===== src/rtl/seq_mag_compare_pkg.sv =====
// Shared types for the sequential magnitude comparator: FSM states and
// the one-hot {x,y,z} result encodings.
package compare_pkg;

    typedef enum logic [1:0] {
        IDLE = 2'd0,
        SCAN = 2'd1,
        DONE = 2'd2
    } state_t;

    localparam logic [2:0] RES_GT   = 3'b100;
    localparam logic [2:0] RES_EQ   = 3'b010;
    localparam logic [2:0] RES_LT   = 3'b001;
    localparam logic [2:0] RES_NONE = 3'b000;

endpackage


===== src/rtl/seq_mag_compare_if.sv =====
// Request/result bundle of seq_mag_compare; master drives the operands,
// slave (the comparator) returns status and the result.
interface seq_mag_compare_if #(
    parameter int WIDTH = 16
);
    localparam int IDX_W = $clog2(WIDTH);

    logic             start;
    logic             signed_mode;
    logic [WIDTH-1:0] a;
    logic [WIDTH-1:0] b;
    logic             busy;
    logic             done;
    logic             x;
    logic             y;
    logic             z;
    logic [IDX_W-1:0] diff_idx;

    modport master (
        output start, signed_mode, a, b,
        input  busy, done, x, y, z, diff_idx
    );

    modport slave (
        input  start, signed_mode, a, b,
        output busy, done, x, y, z, diff_idx
    );

endinterface


===== src/rtl/seq_mag_compare_cell.sv =====
// Single-bit cascade cell: decides greater/less for one bit position,
// with the sign bit's weight inverted in two's-complement mode.
module mag_cmp_cell (
    input  logic a_bit,
    input  logic b_bit,
    input  logic is_sign,
    output logic gt,
    output logic lt
);

    logic differ_s;

    assign differ_s = a_bit ^ b_bit;

    // On the sign bit a set bit marks the smaller operand.
    always_comb begin
        gt = 1'b0;
        lt = 1'b0;
        if (is_sign) begin
            gt = differ_s & b_bit;
            lt = differ_s & a_bit;
        end else begin
            gt = differ_s & a_bit;
            lt = differ_s & b_bit;
        end
    end

endmodule


===== src/rtl/seq_mag_compare.sv =====
// Sequential magnitude comparator: scans one bit per cycle from the MSB
// through a single shared cascade cell and stops at the first difference.
module seq_mag_compare
    import compare_pkg::*;
#(
    parameter int WIDTH = 16
) (
    input  logic           clk,
    input  logic           rst,
    seq_mag_compare_if.slave bus
);

    localparam int IDX_W = $clog2(WIDTH);
    localparam logic [IDX_W-1:0] IDX_MSB  = IDX_W'(WIDTH - 1);
    localparam logic [IDX_W-1:0] IDX_ZERO = IDX_W'(0);

    state_t           state_r, state_nxt_s;
    logic [WIDTH-1:0] a_r, a_nxt_s;
    logic [WIDTH-1:0] b_r, b_nxt_s;
    logic             sm_r, sm_nxt_s;
    logic [IDX_W-1:0] idx_r, idx_nxt_s;
    logic [2:0]       res_r, res_nxt_s;
    logic [IDX_W-1:0] diff_idx_r, diff_idx_nxt_s;
    logic             busy_r;
    logic             done_r;

    logic             cell_gt_s;
    logic             cell_lt_s;
    logic             is_sign_s;

    assign is_sign_s = sm_r & (idx_r == IDX_MSB);

    mag_cmp_cell u_cell (
        .a_bit   (a_r[idx_r]),
        .b_bit   (b_r[idx_r]),
        .is_sign (is_sign_s),
        .gt      (cell_gt_s),
        .lt      (cell_lt_s)
    );

    // Next-state, operand capture, scan counter and result resolution.
    always_comb begin
        state_nxt_s    = state_r;
        a_nxt_s        = a_r;
        b_nxt_s        = b_r;
        sm_nxt_s       = sm_r;
        idx_nxt_s      = idx_r;
        res_nxt_s      = res_r;
        diff_idx_nxt_s = diff_idx_r;
        case (state_r)
            IDLE: begin
                if (bus.start) begin
                    a_nxt_s        = bus.a;
                    b_nxt_s        = bus.b;
                    sm_nxt_s       = bus.signed_mode;
                    idx_nxt_s      = IDX_MSB;
                    res_nxt_s      = RES_NONE;
                    diff_idx_nxt_s = IDX_ZERO;
                    state_nxt_s    = SCAN;
                end else begin
                    state_nxt_s    = IDLE;
                end
            end
            SCAN: begin
                if (cell_gt_s || cell_lt_s) begin
                    res_nxt_s      = cell_gt_s ? RES_GT : RES_LT;
                    diff_idx_nxt_s = idx_r;
                    state_nxt_s    = DONE;
                end else if (idx_r == IDX_ZERO) begin
                    res_nxt_s      = RES_EQ;
                    diff_idx_nxt_s = IDX_ZERO;
                    state_nxt_s    = DONE;
                end else begin
                    idx_nxt_s      = idx_r - IDX_W'(1);
                end
            end
            DONE: begin
                state_nxt_s = IDLE;
            end
            default: begin
                state_nxt_s = IDLE;
            end
        endcase
    end

    // State, datapath and registered status outputs.
    always_ff @(posedge clk or posedge rst) begin
        if (rst) begin
            state_r    <= IDLE;
            a_r        <= '0;
            b_r        <= '0;
            sm_r       <= 1'b0;
            idx_r      <= IDX_ZERO;
            res_r      <= RES_NONE;
            diff_idx_r <= IDX_ZERO;
            busy_r     <= 1'b0;
            done_r     <= 1'b0;
        end else begin
            state_r    <= state_nxt_s;
            a_r        <= a_nxt_s;
            b_r        <= b_nxt_s;
            sm_r       <= sm_nxt_s;
            idx_r      <= idx_nxt_s;
            res_r      <= res_nxt_s;
            diff_idx_r <= diff_idx_nxt_s;
            busy_r     <= (state_nxt_s != IDLE);
            done_r     <= (state_nxt_s == DONE);
        end
    end

    assign bus.busy     = busy_r;
    assign bus.done     = done_r;
    assign bus.x        = res_r[2];
    assign bus.y        = res_r[1];
    assign bus.z        = res_r[0];
    assign bus.diff_idx = diff_idx_r;

endmodule


===== src/flat_wrapper.sv =====
// flat-port wrapper written by rule: the top's interface ports become plain ports
module seq_mag_compare_flat import compare_pkg::*;
#(
    parameter int WIDTH = 16
)
  (clk, rst, bus_start, bus_signed_mode, bus_a, bus_b, bus_busy, bus_done, bus_x, bus_y, bus_z, bus_diff_idx);
  seq_mag_compare_if #(.WIDTH(WIDTH)) bus_i ();
  input  logic clk;
  input  logic rst;
  input wire logic [$bits(bus_i.start)-1:0] bus_start;
  input wire logic [$bits(bus_i.signed_mode)-1:0] bus_signed_mode;
  input wire logic [$bits(bus_i.a)-1:0] bus_a;
  input wire logic [$bits(bus_i.b)-1:0] bus_b;
  output wire logic [$bits(bus_i.busy)-1:0] bus_busy;
  output wire logic [$bits(bus_i.done)-1:0] bus_done;
  output wire logic [$bits(bus_i.x)-1:0] bus_x;
  output wire logic [$bits(bus_i.y)-1:0] bus_y;
  output wire logic [$bits(bus_i.z)-1:0] bus_z;
  output wire logic [$bits(bus_i.diff_idx)-1:0] bus_diff_idx;
  assign bus_i.start = bus_start;
  assign bus_i.signed_mode = bus_signed_mode;
  assign bus_i.a = bus_a;
  assign bus_i.b = bus_b;
  assign bus_busy = bus_i.busy;
  assign bus_done = bus_i.done;
  assign bus_x = bus_i.x;
  assign bus_y = bus_i.y;
  assign bus_z = bus_i.z;
  assign bus_diff_idx = bus_i.diff_idx;
  seq_mag_compare #(.WIDTH(WIDTH)) u_core (.clk(clk), .rst(rst), .bus(bus_i));
endmodule

===== config.mk =====
export PLATFORM = sky130hd
export DESIGN_NAME = seq_mag_compare_flat
export DESIGN_NICKNAME = d
export VERILOG_FILES = /design/src/rtl/seq_mag_compare_pkg.sv /design/src/rtl/seq_mag_compare_if.sv /design/src/rtl/seq_mag_compare_cell.sv /design/src/rtl/seq_mag_compare.sv /design/src/flat_wrapper.sv
export SDC_FILE = /design/constraint.sdc
export NUM_CORES = 1
export LEC_CHECK = 0
export CORE_MARGIN = 8
export CORE_UTILIZATION = 45
export DETAILED_ROUTE_END_ITERATION = 12
export GPL_TIMING_DRIVEN = 0
export PLACE_DENSITY = 0.74
export SKIP_CTS_REPAIR_TIMING = 1
export SYNTH_ARGS = -nofsm -noshare
export SYNTH_HDL_FRONTEND = slang
export SYNTH_HIERARCHICAL = 1
export SYNTH_SLANG_ARGS = --single-unit

===== constraint.sdc =====
create_clock -name clk -period 4.95 [get_ports clk]
set_input_delay 0.99 -clock clk [delete_from_list [all_inputs] [get_ports clk]]
set_output_delay 0.99 -clock clk [all_outputs]
set_load 0.05 [all_outputs]

==> results of run 1 <==
placed cells by master (no fill, tap or decap), types with 2 or more instances in the layout:
cell,instances
buf_4,3
clkbuf_1,2
clkdlybuf4s50_1,44
buf_2,2
inv_1,6
clkbuf_8,6
ha_1,2
mux4_2,3
a32o_1,6
mux2_2,37
nor2_1,8
mux4_1,3
nor2b_1,2
clkinv_2,2
mux2i_1,3
o22ai_1,2
o31ai_1,2
nand2_1,2
nor3b_2,2
nand2b_1,3
or2_2,2
dfrtp_1,48
routing by layer:
| metal | GRT usage, % | wire (um) |
|---|---|---|
| met1 | 16.6 | 2040 |
| met2 | 23.6 | 2490 |
| met3 | 3.88 | 227 |
| met4 | 3.76 | 43 |
| met5 | 0 | 0 |
power by group:
part           switching, mW  internal [mW]
registers              0.110          0.582
logic                  0.470          0.484
clock network          0.128          0.112
state kept, by name (all words and copies together), names as in the netlist:
signal / flops
u_core/state_r: 2
u_core/res_r: 3
u_core/a_r: 16
u_core/sm_r: 1
u_core/bus.busy: 1
u_core/idx_r: 4
u_core/b_r: 16
u_core/bus.diff_idx: 4
u_core/bus.done: 1
final cells by class:
class	instances	share of cell area, %
timing repair buffer	45	16.0
clock inverter	2	0.347
tap	67	2.91
clock buffer	6	2.86
buffer	8	1.78
sequential	48	41.7
inverter	7	0.911
multi-input combinational	96	33.6
per-stage QoR:
| stage | util (%) | cell area (sq um) | setup slack [ps] | hold WS (ps) |
|---|---|---|---|---|
| 2_1_floorplan | - | 2250 | 2500 | 472 |
| 3_3_place_gp | 58.3 | 2770 | 2020 | 482 |
| 3_5_place_dp | 58.7 | 2790 | 2130 | 488 |
| 4_1_cts | 60.6 | 2880 | 2130 | 507 |
| 5_1_grt | 60.6 | 2880 | 1950 | 526 |
| 6_report | 60.6 | 2880 | 2130 | 501 |
critical path, delay by kind of cell (launching register included):
family / cells / cell delay [ps]
buf+inv: 1 / 210
mux: 2 / 810
flops: 1 / 510
simple gates: 2 / 420
compound gates: 4 / 740
cell families (layout without fill, tap and decap cells):
| kind of cell | count (synthesis) | after routing | synth area share [%] |
|---|---|---|---|
| compound gates | 20 | 20 | 7.80 |
| mux | 46 | 46 | 26.4 |
| buf+inv | 15 | 68 | 3.45 |
| flops | 48 | 48 | 53.5 |
| fa+ha+maj | 2 | 2 | 1.11 |
| simple gates | 28 | 28 | 7.74 |
final timing paths:
path / startpoint / to / cells after the start
min: u_core/b_r[1]$_DFFE_PP0N_ / u_core/b_r[1]$_DFFE_PP0N_ / 1
min reg2reg: u_core/b_r[1]$_DFFE_PP0N_ / u_core/b_r[1]$_DFFE_PP0N_ / 1
max: u_core/idx_r[0]$_DFFE_PP0P_ / u_core/idx_r[0]$_DFFE_PP0P_ / 9
max in group asynchronous: rst / u_core/a_r[14]$_DFFE_PP0N_ / 3
min in group asynchronous: rst / u_core/a_r[5]$_DFFE_PP0N_ / 2
max reg2reg: u_core/idx_r[0]$_DFFE_PP0P_ / u_core/idx_r[0]$_DFFE_PP0P_ / 9
==> run_results.csv, run 1 <==
group,metric,value,unit
status,status,"complete, no violations",
finish,nFillCells,367,
clock_network,cts.clk_slew.worst_paths,80,ps
pwr,p_leak,1.20,nW
clock_network,cts-buffers-inserted,5,
timing,period_needed,2820,ps
pwr,vdd_ir_drop_max,0.252,mV
logic_synthesis,async_reset_ff_share,100,%
die,ioPinCount,45,
logic_synthesis,synth_top_area_share,53.5,%
global_routing,grt_pass1_wl,8.11,mm
logic_synthesis,netlist_area,2250,sq um
worst_setup_path,crit_type,"flop to flop",
timing,max_slew_margin,65.7,%
placed_design,place_hpwl,3.69,mm
die,dieHeight,86.6,um
logic_synthesis,synthFlopType,"dfrtp_1",
logic_synthesis,synth_most_common_cell,"dfrtp_1",
worst_setup_path,rrSetupSlack,2130,ps
die,die_width,86.6,um
logic_synthesis,synthTopCellsByArea,"dfrtp_1 53%, mux2_2 19%, mux4_1 3.5%",
timing,drv_slew,0,
clock_network,clock_sinks,48,
clock_network,cts_tree,"built",
detailed_routing,drt-initial-drc-count,67,
finish,num_antenna_cells,0,
hold_path,hold_class,"flop to flop",
logic_synthesis,ys_ff_latch,48,
timing,setup_viol,0,
die,core,4750,sq um
global_routing,grt_pass1_vias,1635,
global_routing,antenna_found_initial,0,
logic_synthesis,synth_common_cells,"48 x dfrtp_1, 37 x mux2_2, 8 x nor2_1",
worst_setup_path,slowest_stage,"mux4_2",
timing,hold_viol,0,
clock_network,clkLatencyLatePin,300,ps
worst_setup_path,slowest_delay,520,ps
logic_synthesis,ys_types,39,
detailed_routing,wl_per_cell,17.2,um
timing,clock_skew,6.56,ps
die,num_rows,25,
logic_synthesis,syn_avg_cell_area,14.1,sq um
die,dieArea,7510,sq um
logic_synthesis,synth_edf_count,0,
worst_setup_path,crit_arrival,2990,ps
finish,nets,249,
detailed_routing,postRouteAntennaNets,0,
worst_setup_path,endpoint_kind,"flop",
worst_setup_path,cp_cell_sequence,"buf_6 > mux4_2 > a22oi_1 > o31ai_1 > or2b_1 > mux2i_1 > nor2_1 > a311oi_1 > a21oi_1",
detailed_routing,vias,1496,
clock_network,htreeDepth,2,
detailed_routing,drc,0,
pwr,finalPower,1.89,mW
clock_network,clk_root_buffer_cell,"clkbuf_8",
timing,tightest_slew,513,ps
timing,rsz0062_at_grt,"no",
placed_design,placed_cells,271,
timing,period_share,57.0,%
timing,max_freq,0.355,GHz
clock_network,clk_path_buf_depth,2,
finish,drive_above_1_share,29.7,%
detailed_routing,drt_pass1_iterations,4,
logic_synthesis,syn_inst,159,
placed_design,portBuffers,44,
placed_design,gp_congestion,0.750,
detailed_routing,routed_wirelength,4.80,mm
job,maxCapViolCount,0,
pwr,p_per_area,654,nW/um^2
logic_synthesis,syn-num-nets,197,
global_routing,grt_max_degree,30,
worst_setup_path,cp.required,5120,ps
worst_setup_path,cp-start-kind,"flop",
finish,ff_latch_area,1200,sq um
logic_synthesis,ys_warn_count,6,
global_routing,track_usage,13.8,%
logic_synthesis,seq_area_frac_synth,53.5,%
finish,multi_input_area,967,sq um
timing,tns,0,ps
finish,layoutNonFillerInstCount,279,
die,start_util,47.2,%
detailed_routing,viasPerCell,5.36,
finish,area_growth,28.4,%
logic_synthesis,synth_largest_area_cell,"dfrtp_1",
worst_setup_path,cp_max_fo,10,
global_routing,overflow,0,
Note: power is estimated with default switching activity, not from simulation.
==> run 2: changes to the inputs <==
clock period = 2.6 ns   (was 4.95 ns; I/O delays follow)
==> run 2 against run 1 <==
Critical path type unchanged. Clock-buffer cell count unchanged. Utilization increased by 2.3 points. Register-to-register slack worse by 2100 ps. Cell area grew 3.8%. Die area stayed put.
==> run_results.csv, run 2 (synthesis results as in run 1) <==
group,metric,value,unit
worst_setup_path,cp.required,2790,ps
timing,max_slew_margin,65.7,%
worst_setup_path,crit_type,"flop to flop",
job,maxCapViolCount,0,
worst_setup_path,crit_arrival,2770,ps
finish,num_antenna_cells,0,
hold_path,hold_class,"flop to flop",
timing,drv_slew,0,
worst_setup_path,endpoint_kind,"flop",
detailed_routing,wl_per_cell,17.3,um
die,start_util,47.2,%
timing,rsz0062_at_grt,"yes",
die,dieHeight,86.6,um
clock_network,clkLatencyLatePin,300,ps
die,ioPinCount,45,
die,num_rows,25,
detailed_routing,viasPerCell,5.33,
global_routing,overflow,0,
finish,drive_above_1_share,35.9,%
detailed_routing,drt-initial-drc-count,65,
worst_setup_path,rrSetupSlack,20,ps
pwr,p_per_area,1300,nW/um^2
global_routing,track_usage,13.8,%
die,core,4750,sq um
finish,top_regs,"u_core/a_r (16), u_core/b_r (16)",
timing,max_freq,0.388,GHz
clock_network,clock_sinks,48,
clock_network,cts-buffers-inserted,5,
finish,nets,254,
status,status,"complete, no violations",
detailed_routing,routed_wirelength,4.92,mm
timing,clock_skew,6.30,ps
finish,mostFrequentLayoutCells,"46 x dfrtp_1, 44 x clkdlybuf4s50_1, 37 x mux2_2",
timing,whs,501,ps
finish,area_growth,33.3,%
worst_setup_path,cp-start-kind,"flop",
placed_design,placed_cell_area,2790,sq um
finish,final_common_cell,"dfrtp_1",
finish,final_cell_area,2990,sq um
placed_design,gp_congestion,0.750,
placed_design,place_hpwl,3.69,mm
pwr,vdd_ir_drop_max,0.584,mV
detailed_routing,drc,0,
clock_network,clk_root_buffer_cell,"clkbuf_8",
global_routing,grt_pass1_wl,8.11,mm
clock_network,cts.clk_slew.worst_paths,90,ps
detailed_routing,postRouteAntennaNets,0,
detailed_routing,drt_pass1_iterations,4,
global_routing,grt_pass1_vias,1635,
clock_network,clk_path_buf_depth,2,
global_routing,antenna_found_initial,0,
timing,hold_viol,0,
worst_setup_path,cp_max_fo,9,
detailed_routing,vias,1514,
global_routing,grt_max_degree,30,
placed_design,portBuffers,44,
die,die_width,86.6,um
timing,period_needed,2580,ps
pwr,p_leak,1.24,nW
clock_network,cts_tree,"built",
timing,setup_viol,0,
timing,period_share,99.2,%
clock_network,htreeDepth,2,
timing,tightest_slew,513,ps
die,dieArea,7510,sq um
==> run 2: worst max-delay path: stages (launching register included) <==
cell and delay [ps]:
dfrtp_2 450, mux4_1 620, a22oi_2 230, o31ai_2 100
or2b_1 290, mux2i_2 220, or2_4 190, o21ai_4 90
a32o_1 280
==> run 2: cell type report <==
class,count,area [sq um]
Buffer,8,62.6
Clock buffer,6,82.6
Clock inverter,2,10.0
Fill cell,353,1760
Inverter,7,26.3
Multi-Input combinational cell,96,1030
Sequential cell,48,1200
Tap cell,67,83.8
Timing Repair Buffer,50,498
==> run 2: worst paths after layout <==
| path | startpoint | endpoint | cells past startpoint |
|---|---|---|---|
| setup / recovery | u_core/idx_r[0]$_DFFE_PP0P_ | u_core/bus.diff_idx[1]$_DFFE_PP0P_ | 8 |
| hold reg to reg | u_core/b_r[1]$_DFFE_PP0N_ | u_core/b_r[1]$_DFFE_PP0N_ | 1 |
| setup reg to reg | u_core/idx_r[0]$_DFFE_PP0P_ | u_core/bus.diff_idx[1]$_DFFE_PP0P_ | 8 |
| min in group asynchronous | rst | u_core/a_r[5]$_DFFE_PP0N_ | 2 |
| max in group asynchronous | rst | u_core/idx_r[0]$_DFFE_PP0P_ | 3 |
| hold / removal | u_core/b_r[1]$_DFFE_PP0N_ | u_core/b_r[1]$_DFFE_PP0N_ | 1 |
==> run 2: metal layers <==
layer / up-vias / track usage, % / routed length, um
met2: 40 / 23.6 / 2560
met4: 0 / 3.76 / 43
met1: 763 / 16.6 / 2080
li1: 707 / - / -
met5: - / 0 / 0
met3: 4 / 3.88 / 229
==> run 2: power by group <==
part,total [mW],switching (mW),internal [mW]
Combinational,2.12,1.04,1.09
Clock,0.453,0.241,0.212
Sequential,1.32,0.208,1.11
==> run 2: through the flow <==
step / TNS [ps] / power (mW) / util, % / cells / worst slack, ps
2_1_floorplan: 0 / 2.69 / - / 159 / 151
3_3_place_gp: -1470 / 3.07 / 58.3 / 270 / -135
3_5_place_dp: -2450 / 3.16 / 58.7 / 271 / -216
4_1_cts: -2640 / 3.62 / 60.6 / 279 / -223
5_1_grt: -565 / 4.13 / 62.9 / 284 / -85.5
6_report: 0 / 3.90 / 62.9 / 284 / 20.1
